$ cat src/rtl/i2c_reg_slave.sv
// i2c_reg_slave: I2C slave that exposes a bank of 8-bit registers.
// The first byte after a write address sets the register pointer. Further
// bytes are written at the pointer and the pointer auto-increments with wrap.
// Reads start at the pointer and auto-increment the same way.
// wr_stb is a one-clock pulse. There is no back-pressure: wr_idx and the
// updated reg_q are valid in the cycle where wr_stb is high.
module i2c_reg_slave #(
   parameter logic [6:0] I2C_ADDR   = 7'h50,
   parameter int         NUM_REGS   = 16,
   parameter int         FILTER_LEN = 3,
   parameter logic [7:0] RESET_VAL  = 8'h00
) (
   input  logic                  clk,
   input  logic                  reset,
   input  logic                  scl_in,
   input  logic                  sda_in,
   output logic                  scl_oe,
   output logic                  sda_oe,
   output logic [NUM_REGS*8-1:0] reg_q,
   output logic                  wr_stb,
   output logic [7:0]            wr_idx,
   output logic                  busy,
   output logic [3:0]            dbg_state
);

   localparam int PW = $clog2(NUM_REGS);
   localparam int CW = $clog2(FILTER_LEN + 1);

   typedef enum logic [3:0] {
      IDLE      = 4'd0,
      ADDR      = 4'd1,
      ADDR_ACK  = 4'd2,
      PTR       = 4'd3,
      PTR_ACK   = 4'd4,
      WDATA     = 4'd5,
      WDATA_ACK = 4'd6,
      RDATA     = 4'd7,
      RDATA_ACK = 4'd8,
      WAIT_STOP = 4'd9
   } state_t;

   state_t          state, state_n;
   logic [1:0]      scl_sync, sda_sync;
   logic [CW-1:0]   scl_cnt, sda_cnt;
   logic            scl_f, sda_f, scl_d, sda_d;
   logic            scl_rise, scl_fall, start_det, stop_det;
   logic [3:0]      bit_cnt, cnt_n;
   logic [7:0]      shreg, sh_n;
   logic            oe_n, stb_n, busy_n, reg_we, do_load;
   logic [7:0]      idx_n;
   logic [PW-1:0]   ptr, ptr_n, ptr_inc;
   logic [7:0]      regs [NUM_REGS];
   logic [7:0]      rd_byte;

   // No clock stretching: SCL is never driven.
   assign scl_oe    = 1'b0;
   assign dbg_state = state;

   // Two-flop synchronisers; the idle bus level is high.
   always_ff @(posedge clk or posedge reset) begin
      if (reset) begin
         scl_sync <= 2'b11;
         sda_sync <= 2'b11;
      end else begin
         scl_sync <= {scl_sync[0], scl_in};
         sda_sync <= {sda_sync[0], sda_in};
      end
   end

   // SCL glitch filter: the level changes only after FILTER_LEN differing samples in a row.
   always_ff @(posedge clk or posedge reset) begin
      if (reset) begin
         scl_f   <= 1'b1;
         scl_cnt <= '0;
      end else if (scl_sync[1] == scl_f) begin
         scl_cnt <= '0;
      end else if (scl_cnt == CW'(FILTER_LEN - 1)) begin
         scl_f   <= scl_sync[1];
         scl_cnt <= '0;
      end else begin
         scl_cnt <= scl_cnt + 1'b1;
      end
   end

   // SDA glitch filter, same rule as SCL so both paths have equal latency.
   always_ff @(posedge clk or posedge reset) begin
      if (reset) begin
         sda_f   <= 1'b1;
         sda_cnt <= '0;
      end else if (sda_sync[1] == sda_f) begin
         sda_cnt <= '0;
      end else if (sda_cnt == CW'(FILTER_LEN - 1)) begin
         sda_f   <= sda_sync[1];
         sda_cnt <= '0;
      end else begin
         sda_cnt <= sda_cnt + 1'b1;
      end
   end

   // Previous filtered levels for edge and START/STOP detection.
   always_ff @(posedge clk or posedge reset) begin
      if (reset) begin
         scl_d <= 1'b1;
         sda_d <= 1'b1;
      end else begin
         scl_d <= scl_f;
         sda_d <= sda_f;
      end
   end

   assign scl_rise  =  scl_f & ~scl_d;
   assign scl_fall  = ~scl_f &  scl_d;
   assign start_det =  scl_f &  scl_d &  sda_d & ~sda_f;
   assign stop_det  =  scl_f &  scl_d & ~sda_d &  sda_f;

   assign ptr_inc = (ptr == PW'(NUM_REGS - 1)) ? '0 : ptr + 1'b1;
   assign rd_byte = regs[ptr];

   // FSM state and protocol datapath registers.
   always_ff @(posedge clk or posedge reset) begin
      if (reset) begin
         state   <= IDLE;
         bit_cnt <= '0;
         shreg   <= '0;
         sda_oe  <= 1'b0;
         ptr     <= '0;
         wr_stb  <= 1'b0;
         wr_idx  <= '0;
         busy    <= 1'b0;
      end else begin
         state   <= state_n;
         bit_cnt <= cnt_n;
         shreg   <= sh_n;
         sda_oe  <= oe_n;
         ptr     <= ptr_n;
         wr_stb  <= stb_n;
         wr_idx  <= idx_n;
         busy    <= busy_n;
      end
   end

   // Next-state logic: START/STOP take priority, otherwise act on filtered SCL edges.
   always_comb begin
      state_n = state;
      cnt_n   = bit_cnt;
      sh_n    = shreg;
      oe_n    = sda_oe;
      ptr_n   = ptr;
      stb_n   = 1'b0;
      idx_n   = wr_idx;
      busy_n  = busy;
      reg_we  = 1'b0;
      do_load = 1'b0;
      if (stop_det) begin
         state_n = IDLE;
         oe_n    = 1'b0;
         busy_n  = 1'b0;
         cnt_n   = '0;
      end else if (start_det) begin
         state_n = ADDR;
         oe_n    = 1'b0;
         busy_n  = 1'b1;
         cnt_n   = '0;
      end else begin
         case (state)
            IDLE: ;
            ADDR, PTR, WDATA: begin
               if (scl_rise && bit_cnt < 4'd8) begin
                  sh_n  = {shreg[6:0], sda_f};
                  cnt_n = bit_cnt + 4'd1;
               end else if (scl_fall && bit_cnt == 4'd8) begin
                  cnt_n = '0;
                  if (state == ADDR) begin
                     // shreg[0] keeps the R/W bit through ADDR_ACK.
                     if (shreg[7:1] == I2C_ADDR) begin
                        oe_n    = 1'b1;
                        state_n = ADDR_ACK;
                     end else begin
                        state_n = WAIT_STOP;
                     end
                  end else if (state == PTR) begin
                     if (int'(shreg) < NUM_REGS) begin
                        oe_n    = 1'b1;
                        ptr_n   = shreg[PW-1:0];
                        state_n = PTR_ACK;
                     end else begin
                        state_n = WAIT_STOP;
                     end
                  end else begin
                     reg_we  = 1'b1;
                     stb_n   = 1'b1;
                     idx_n   = 8'(ptr);
                     ptr_n   = ptr_inc;
                     oe_n    = 1'b1;
                     state_n = WDATA_ACK;
                  end
               end
            end
            ADDR_ACK: begin
               if (scl_fall) begin
                  if (shreg[0]) begin
                     do_load = 1'b1;
                  end else begin
                     oe_n    = 1'b0;
                     state_n = PTR;
                  end
               end
            end
            PTR_ACK, WDATA_ACK: begin
               if (scl_fall) begin
                  oe_n    = 1'b0;
                  state_n = WDATA;
               end
            end
            RDATA: begin
               if (scl_rise) begin
                  cnt_n = bit_cnt + 4'd1;
               end else if (scl_fall) begin
                  if (bit_cnt == 4'd8) begin
                     oe_n    = 1'b0;
                     state_n = RDATA_ACK;
                  end else begin
                     sh_n = {shreg[6:0], 1'b0};
                     oe_n = ~shreg[6];
                  end
               end
            end
            RDATA_ACK: begin
               // bit_cnt = 9 marks a master ACK waiting for the next falling edge.
               if (scl_rise) begin
                  if (sda_f) state_n = WAIT_STOP;
                  else       cnt_n   = 4'd9;
               end else if (scl_fall && bit_cnt == 4'd9) begin
                  do_load = 1'b1;
               end
            end
            WAIT_STOP: oe_n = 1'b0;
            default: begin
               state_n = IDLE;
               oe_n    = 1'b0;
            end
         endcase
         if (do_load) begin
            sh_n    = rd_byte;
            oe_n    = ~rd_byte[7];
            ptr_n   = ptr_inc;
            cnt_n   = '0;
            state_n = RDATA;
         end
      end
   end

   // Register bank, written with the received byte at the current pointer.
   always_ff @(posedge clk or posedge reset) begin
      if (reset) begin
         for (int i = 0; i < NUM_REGS; i++) regs[i] <= RESET_VAL;
      end else if (reg_we) begin
         regs[ptr] <= shreg;
      end
   end

   for (genvar g = 0; g < NUM_REGS; g++) begin : g_q
      assign reg_q[g*8 +: 8] = regs[g];
   end

endmodule

$ cat config.mk
export PLATFORM = sky130hd
export DESIGN_NAME = i2c_reg_slave
export DESIGN_NICKNAME = d
export VERILOG_FILES = /design/src/rtl/i2c_reg_slave.sv
export SDC_FILE = /design/constraint.sdc
export NUM_CORES = 1
export LEC_CHECK = 0
export ABC_AREA = 1
export CORE_ASPECT_RATIO = 2
export CORE_MARGIN = 1.5
export CORE_UTILIZATION = 57
export CTS_CLUSTER_SIZE = 20
export DETAILED_ROUTE_END_ITERATION = 10
export PLACE_DENSITY = 0.85
export SYNTH_ARGS = -nofsm -noshare
export SYNTH_HDL_FRONTEND = slang
export SYNTH_SLANG_ARGS = --single-unit
export TNS_END_PERCENT = 1
$ cat constraint.sdc
create_clock -name clk -period 13.5 [get_ports clk]
set_input_delay 1.35 -clock clk [delete_from_list [all_inputs] [get_ports clk]]
set_output_delay 1.35 -clock clk [all_outputs]
set_load 0.01 [all_outputs]
==> results of run 1 <==
per-stage QoR:
| step | hold WS [ns] | cell area (um^2) | cells | util | setup WS (ns) |
|---|---|---|---|---|---|
| floorplan | 0.3452 | 8376 | 1044 | - | 7.645 |
| global placement | 0.3471 | 9724 | 1325 | 0.6776 | 9.971 |
| detailed placement | 0.3485 | 9724 | 1325 | 0.6776 | 9.939 |
| CTS | 0.3576 | 10310 | 1356 | 0.7182 | 10.39 |
| global route | 0.3637 | 10310 | 1356 | 0.7182 | 10.14 |
| finish | 0.3579 | 10310 | 1356 | 0.7182 | 10.47 |
logic make-up (layout without fill, tap and decap cells):
kind of cell,Yosys count,in the layout,synth area share
buffers and inverters,116,236,0.06914
DFF,167,167,0.5010
adders and majority gates,7,7,0.01048
xor gates and xnor gates,5,5,0.005239
other,1,5,0.0004485
AOI/OAI and AO/OA,247,247,0.1589
and+or+nand+nor,497,497,0.2547
per-layer routing:
layer,track usage,up-vias
li1,-,3616
met1,0.3791,3744
met2,0.5622,437
met3,0.04891,113
met4,0.2207,0
met5,0,-
cell usage in the layout (no fill, tap or decap), types with 6 or more instances in the layout:
cell type	n
o21ai_1	59
nand2_1	298
nand3_4	9
inv_1	45
inv_2	9
buf_4	6
nor2_1	121
a21oi_1	12
clkbuf_16	17
nor3_1	6
nand3_1	39
o21ai_2	18
clkdlybuf4s50_1	142
dfstp_2	8
nor2_2	7
ha_1	7
o21ai_0	142
dfrtp_1	158
o22ai_1	13
worst max-delay path, cell delays in order:
cell and delay (ns):
clkdlybuf4s50_1 0.47, inv_6 0.57, buf_4 0.92
area by class of cell:
cell class              instances  area [um^2]
well taps                     192        240.2
fillers                      1133         4044
clock inverters                13        143.9
clock buffers                  18        439.2
repair buffers                148         1466
inverters                      57        219.0
multi-input cells             761         3608
flip-flops and latches        167         4190
sequential cells by signal (all words and copies together) (netlist names), 2 cells and up:
signal	count
sda_sync	2
shreg	8
wr_idx	4
dbg_state	4
scl_sync	2
ptr	4
bit_cnt	4
sda_cnt	2
scl_cnt	2
reg_q	128
final timing paths:
path,from,endpoint,slack (ns),depth (start not counted)
min in group asynchronous,reset,reg_q[45],1.45,2
max in group clk,dbg_state[1],dbg_state[1],10.59,1
worst min register to register,sda_sync[0],sda_sync[1],0.36,0
worst max register to register,ptr[1],reg_q[14],10.79,6
worst min-delay path,sda_sync[0],sda_sync[1],0.36,0
worst max-delay path,reset,ptr[0],10.47,3
power by group:
group	internal [mW]	switching, mW
logic	0.136	0.355
registers	0.546	0.0389
clock network	0.279	0.210
total	0.961	0.604
==> results.yml, run 1 <==
global_route:
  grt_pass1_vias: 7634
  grt_max_degree: 90
  antenna_found_initial: 0
  grt_pass1_wl_um: 39140
  grt_use_total: 0.3335
  gr-total-overflow: 0
clock_network:
  cts_buffer_depth: 2
  post_cts_buffers: 0
  clk_latency_ns: 0.43
  cts_resized: 0
  cts.reportedPaths.clkPinSlew_ns: 0.07
  cts.htree.levels: 4
  cts_root_buf: "clkbuf_16"
  postCtsHoldBufs: 0
  numCtsBuffers: 17
  cts_tree: "yes"
  cts.sinks: 167
route:
  wirelength_um: 24850
  top_layer: "met4"
  wl_met2_um: 13020
  wire_per_inst_um: 18.33
  wl_met3_um: 1579
  final_antenna_net_count: 0
  viasPerCell: 5.833
  firstDrtPassIters: 6
  drt_iter0_drc: 871
  wl_met1_um: 8649
  drc_errors: 0
  vias: 7910
die:
  io_pins: 148
  die_area_um2: 15450
  core_um2: 14350
  start_util: 0.5826
  die_w_um: 88.64
  placementRows: 62
  die_h_um: 174.3
placement:
  port_buffers: 142
  place_hpwl_um: 16930
  gp_congestion: 0.9401
synthesis:
  ys_types: 35
  synth_seq_cells: 167
  synth_area_um2: 8361
  synth_area_leader_cell: "dfrtp_1"
  synthFlopType: "dfrtp_1"
  synth.yosys.seq_area_share: 0.5010
  ys_warn_count: 0
  synth_edf_count: 0
  synth_common_cells: "nand2_1 (298), dfrtp_1 (159), o21ai_0 (142)"
  synthArstFlopShare: 1.000
  synth_top_area_share: 0.4759
  yosysMostFrequentCell: "nand2_1"
  synth_cells: 1040
  avgSynthCellArea_um2: 8.039
  synth_area_leaders: "dfrtp_1 (48%), nand2_1 (13%), o21ai_0 (8.5%)"
setup_path:
  cp_data_arrival_time_ns: 3.37
  critical_path_class: "in2async"
  required_ns: 13.84
  startpoint_type: "input pin"
  crit_fanout: 89
  endpoint_kind: "async pin"
timing:
  fin_crit_sh: 0.2246
  worst_slew_pin_slew_ns: 1.012
  final_max_slew_viol_count: 0
  relSlewSlack: 0.3254
  max_freq_mhz: 329.8
  finalSetupTns_ns: 0
  setup_viol: 0
  skew_ns: 0.009870
  rsz0062_at_grt: "no"
  final-hold-violation-count: 0
  period_needed_ns: 3.033
worst_hold_path:
  hp-class: "reg2reg"
power_and_ir_drop:
  vdd_drop_max_uv: 139.2
  p_leak_nw: 4.591
  power.density_nw_per_um2: 151.9
  finalPower_mw: 1.565
layout:
  final_nets: 1163
  insertedDiodeCount: 0
  drive_above_1_share: 0.08505
  area_delta_synth_final_pct: 23.29
flow_run:
  max-cap-violations: 0
run_status:
  outcome: "complete, no violations"
No activity file was read; power rests on OpenSTA's default activity.
==> run 2: changes to the inputs <==
- CORE_UTILIZATION: 57 -> 48
- PLACE_DENSITY: 0.85 -> 0.77
- clock period: 13.5 -> 2.56 ns (I/O delays scaled with it)
==> run 2 against run 1 <==
Effect of this change: clock-buffer cell count is the same; non-clock buffer count grew 32; via count shrank 0.90%; combinational power grew to 5.6 times the previous value; die area grew 18%; sequential power grew to 5.3 times the previous value; worst setup slack lost 10 ns; cell count grew 3.8%; register-to-register slack lost 10 ns; largest cell class unchanged; highest routed layer unchanged.
==> results.yml, run 2 (synthesis gave the netlist of run 1 again) <==
run_status:
  outcome: "complete, no violations"
setup_path:
  r2r-start: "bit_cnt[0]"
  endpoint_kind: "flip-flop"
  path_cells: "inv_1 -> ha_1 -> nand3_2 -> clkinv_1 -> nand3_2 -> nor2_2 -> nand2_1 -> inv_2 -> nand3_1 -> o21ai_0"
  r2r_slack_ns: 0.32
  startpoint_type: "flip-flop"
  cp_data_arrival_time_ns: 2.57
  required_ns: 2.89
  cp_top_family: "simple AND/OR/NAND/NOR gates"
  reg2reg_to: "reg_q[85]"
  r2r_cells: 10
  worst_path_most_repeated_cell: "nand3_2"
  critical_path_class: "reg2reg"
  crit_fanout: 16
  cp_slowest_cell: "nand3_1"
  cpPeakStageDelay_ns: 0.44
  worst-path-buf-inv: 3
placement:
  port_buffers: 142
  place_hpwl_um: 19140
  dpl_cell_area_um2: 10060
  placed_cells: 1375
  pre_cts_ws_ns: 0.3163
  gp_congestion: 0.9430
timing:
  final_max_slew_viol_count: 0
  holdWs_ns: 0.2330
  setup_viol: 0
  skew_ns: 0.01001
  max_freq_mhz: 446.2
  relSlewSlack: 0.5352
  worst_slew_pin_slew_ns: 0.6958
  fin_crit_sh: 0.8755
  period_needed_ns: 2.241
  final-hold-violation-count: 0
  finalSetupTns_ns: 0
  rsz0062_at_grt: "no"
  finalWorstSetupSlack_ns: 0.3188
layout:
  fin_cells: 1407
  insertedDiodeCount: 0
  fin_util: 0.6198
  design_area_um2: 10650
  area_delta_synth_final_pct: 27.40
  fill_cells: 1503
  seq_area_um2: 4190
  final_nets: 1195
  drive_above_1_share: 0.1103
  final_common_cell: "nand2_1"
  final_cell_mix: "nand2_1 (298), dfrtp_1 (158), o21ai_0 (142), clkdlybuf4s50_1 (142), nor2_1 (121)"
  largest_reg_flops: 128
  multiInputGateArea_um2: 3608
global_route:
  grt_pass1_wl_um: 40430
  gr-total-overflow: 0
  grt_pass1_vias: 7641
  antenna_found_initial: 0
  grt_use_total: 0.2991
  grt_max_degree: 46
worst_hold_path:
  hp-class: "in2reg"
  min_to: "sda_sync[0]"
  min_from: "sda_in"
  hold-path-cell-count: 1
route:
  wl_met3_um: 1423
  top_layer: "met4"
  vias: 7839
  wl_met2_um: 13970
  firstDrtPassIters: 6
  wl_met1_um: 9027
  viasPerCell: 5.571
  drc_errors: 0
  wirelength_um: 26190
  drt_iter0_drc: 507
  final_antenna_net_count: 0
  wire_per_inst_um: 18.61
die:
  core_um2: 17190
  start_util: 0.4865
  die_area_um2: 18270
  io_pins: 148
  die_h_um: 189.6
  die_w_um: 96.32
  placementRows: 68
clock_network:
  postCtsHoldBufs: 0
  cts_root_buf: "clkbuf_16"
  clk_latency_ns: 0.43
  numCtsBuffers: 17
  cts_buffer_depth: 2
  cts_resized: 0
  cts.htree.levels: 4
  cts.reportedPaths.clkPinSlew_ns: 0.07
  cts_tree: "yes"
  cts.sinks: 167
  post_cts_buffers: 0
power_and_ir_drop:
  power.density_nw_per_um2: 791.2
  vdd_drop_max_uv: 562.8
  finalPower_mw: 8.427
  p_leak_nw: 4.770
flow_run:
  max-cap-violations: 0
==> run 2: metal layers <==
layer	up-vias	GRT usage
met5	-	0
met4	0	0.1934
met3	115	0.04716
met2	346	0.5306
met1	3700	0.3164
li1	3678	-
==> run 2: report_power, final <==
part | internal (mW) | leakage [nW] | switching [mW] | total [mW]
logic | 0.851 | 2.20 | 1.89 | 2.74
clock network | 1.41 | 0.286 | 1.17 | 2.58
registers | 2.88 | 2.28 | 0.228 | 3.11
==> run 2: layout make-up <==
type | instances | share of cell area
flip-flops and latches | 167 | 0.3934
well taps | 210 | 0.02467
inverters | 57 | 0.02044
clock inverters | 14 | 0.01421
clock buffers | 18 | 0.04123
repair buffers | 180 | 0.1673
multi-input cells | 761 | 0.3388
==> run 2: worst reg2reg max path, stage by stage (launching register included) <==
cell	delay, ns
dfrtp_1	0.43
inv_1	0.09
ha_1	0.16
nand3_2	0.10
clkinv_1	0.08
nand3_2	0.08
nor2_2	0.10
nand2_1	0.07
inv_2	0.24
nand3_1	0.44
o21ai_0	0.33
==> run 2: worst max path at each step <==
stage	start	end	slack, ns	depth (start not counted)
CTS	bit_cnt[0]	reg_q[85]	0.30	10
global placement	bit_cnt[0]	reg_q[94]	0.44	11
global route	bit_cnt[1]	reg_q[87]	0.14	11
finish	bit_cnt[0]	reg_q[85]	0.32	10
detailed placement	bit_cnt[0]	reg_q[85]	0.32	10
floorplan	reset	bit_cnt[0]	0.18	1
==> run 3: changes to the inputs <==
==> constraint.sdc (replaced) <==
create_clock -name clk -period 2.56 [get_ports clk]
set_input_delay 0.384 -clock clk [delete_from_list [all_inputs] [get_ports clk]]
set_output_delay 0.384 -clock clk [all_outputs]
set_load 0.01 [all_outputs]
==> run 3 against run 2 <==
Effect of this change: sequential cell count is the same; worst hold slack gained 0.10 ns; cell count down 0.28%; critical path depth up 1; sequential power about the same; die area unchanged; total power is 1.0% higher; sequential share of layout area increased by 0.13 points; routed wire length increased by 0.97%; design area shrank 0.33%; clock skew is 0.0022 ns higher.
==> results.yml, run 3 (synthesis gave the netlist of run 1 again) <==
run_status:
  outcome: "complete, no violations"
setup_path:
  cp_data_arrival_time_ns: 2.61
  worst-path-buf-inv: 3
  path_cells: "inv_1 -> ha_1 -> nand3_2 -> clkinv_1 -> nand3_2 -> nor2_2 -> nand2_1 -> inv_2 -> nand3_1 -> nand2_1 -> o21ai_0"
  cp_slowest_cell: "nand3_1"
  required_ns: 2.82
  critical_path_class: "reg2reg"
  startpoint_type: "flip-flop"
  endpoint_kind: "flip-flop"
  cpPeakStageDelay_ns: 0.45
  crit_fanout: 16
  cp_top_family: "simple AND/OR/NAND/NOR gates"
  r2r_slack_ns: 0.22
power_and_ir_drop:
  power.internal_mw: 5.191
  combPwrFrac: 0.321
  vdd_drop_max_uv: 702.2
  switching_share: 0.3902
  power.density_nw_per_um2: 801.9
  p_leak_nw: 4.749
  seqPwrFrac: 0.364
  p_switching_mw: 3.322
  clkPwrFrac: 0.315
die:
  placementRows: 68
  io_pins: 148
  die_area_um2: 18270
  die_w_um: 96.32
  start_util: 0.4865
  core_um2: 17190
  die_h_um: 189.6
route:
  wire_per_inst_um: 18.85
  wirelength_um: 26440
  final_antenna_net_count: 0
  firstDrtPassIters: 5
  viasPerCell: 5.632
  vias: 7901
  drt_iter0_drc: 578
  drc_errors: 0
clock_network:
  postCtsHoldBufs: 0
  cts.reportedPaths.clkPinSlew_ns: 0.07
  cts_root_buf: "clkbuf_16"
  cts_resized: 0
  post_cts_buffers: 0
  cts_tree: "yes"
  numCtsBuffers: 17
  cts.htree.levels: 4
  cts.sinks: 167
  cts_buffer_depth: 2
  clk_latency_ns: 0.43
timing:
  rsz0062_at_grt: "no"
  max_freq_mhz: 427.0
  final-hold-violation-count: 0
  finalSetupTns_ns: 0
  final_max_slew_viol_count: 0
  relSlewSlack: 0.4920
  period_needed_ns: 2.342
  fin_crit_sh: 0.9149
  skew_ns: 0.01223
  worst_slew_pin_slew_ns: 0.7611
  setup_viol: 0
global_route:
  grt_pass1_vias: 7672
  gr-total-overflow: 0
  grt_use_total: 0.3009
  grt_pass1_wl_um: 40900
  grt_max_degree: 65
  antenna_found_initial: 0
placement:
  place_hpwl_um: 18830
  gp_congestion: 0.9661
  dpl_cell_area_um2: 10010
  port_buffers: 142
layout:
  final_cell_mix: "nand2_1 (298), dfrtp_1 (158), o21ai_0 (142), clkdlybuf4s50_1 (142), nor2_1 (121)"
  final_nets: 1191
  largest_reg_flops: 128
  drive_above_1_share: 0.1065
  fill_cells: 1486
  insertedDiodeCount: 0
  area_delta_synth_final_pct: 26.98
  design_area_um2: 10620
  final_common_cell: "nand2_1"
worst_hold_path:
  hp-class: "in2async"
flow_run:
  max-cap-violations: 0
==> run 3: cell count changes in the layout (fill, tap and decap cells not counted) <==
cell / change
bufinv_16: +1
clkbuf_1: +1
clkinv_8: +1
clkinv_4: -1
buf_12: -2
clkinvlp_4: -1
clkbuf_8: -1
buf_4: -2
==> run 3: cell type report <==
class / count / area [um^2] / share of cell area
clock buffer: 18 / 429.2 / 0.04042
clock inverter: 14 / 181.4 / 0.01709
inverter: 57 / 217.7 / 0.02051
multi-input combinational: 761 / 3608 / 0.3399
sequential: 167 / 4190 / 0.3947
tap: 210 / 262.8 / 0.02475
timing repair buffer: 176 / 1727 / 0.1626
==> run 3: power by group through the flow <==
stage	Sequential (mW)	Clock, mW	Combinational, mW
after floorplan	3.12	0	1.77
after global placement	3.13	0	2.66
after detailed placement	3.14	0	2.68
after CTS	3.09	2.71	2.71
after global routing	3.12	2.81	3.02
final	3.10	2.68	2.74
==> run 3: per-layer routing <==
layer	GRT usage	wire length, um	up-vias
met5	0	0	-
met4	0.2012	1854	0
met3	0.03717	1359	112
met2	0.5301	13990	348
met1	0.3256	9237	3766
li1	-	-	3675
==> run 3: metrics by stage <==
stage / utilization / power, mW / std cells / hold slack (ns) / worst slack, ns
after floorplan: - / 4.882 / 1044 / 0.3452 / 0.05578
after global placement: 0.5822 / 5.788 / 1371 / 0.3460 / 0.4492
after detailed placement: 0.5822 / 5.822 / 1371 / 0.3468 / 0.3414
after CTS: 0.6177 / 8.501 / 1403 / 0.3507 / 0.2357
after global routing: 0.6177 / 8.952 / 1403 / 0.3562 / 0.03381
final: 0.6177 / 8.514 / 1403 / 0.3351 / 0.2178
==> run 3: worst reg2reg max path: cells and delay by family, from the launching register on <==
kind,cells,cell delay (ns)
simple gates,6,1.04
flops,1,0.43
buf+inv,3,0.43
fa+ha+maj,1,0.16
compound gates,1,0.13
==> run 3: path summary, 6_finish.rpt <==
kind	end	start	cells after the start
max reg2reg	reg_q[90]	bit_cnt[0]	11
min reg2reg	scl_sync[1]	scl_sync[0]	0
max in group asynchronous	sda_oe	reset	3
min	reg_q[75]	reset	2
min in group clk	scl_sync[1]	scl_sync[0]	0
max	reg_q[90]	bit_cnt[0]	11
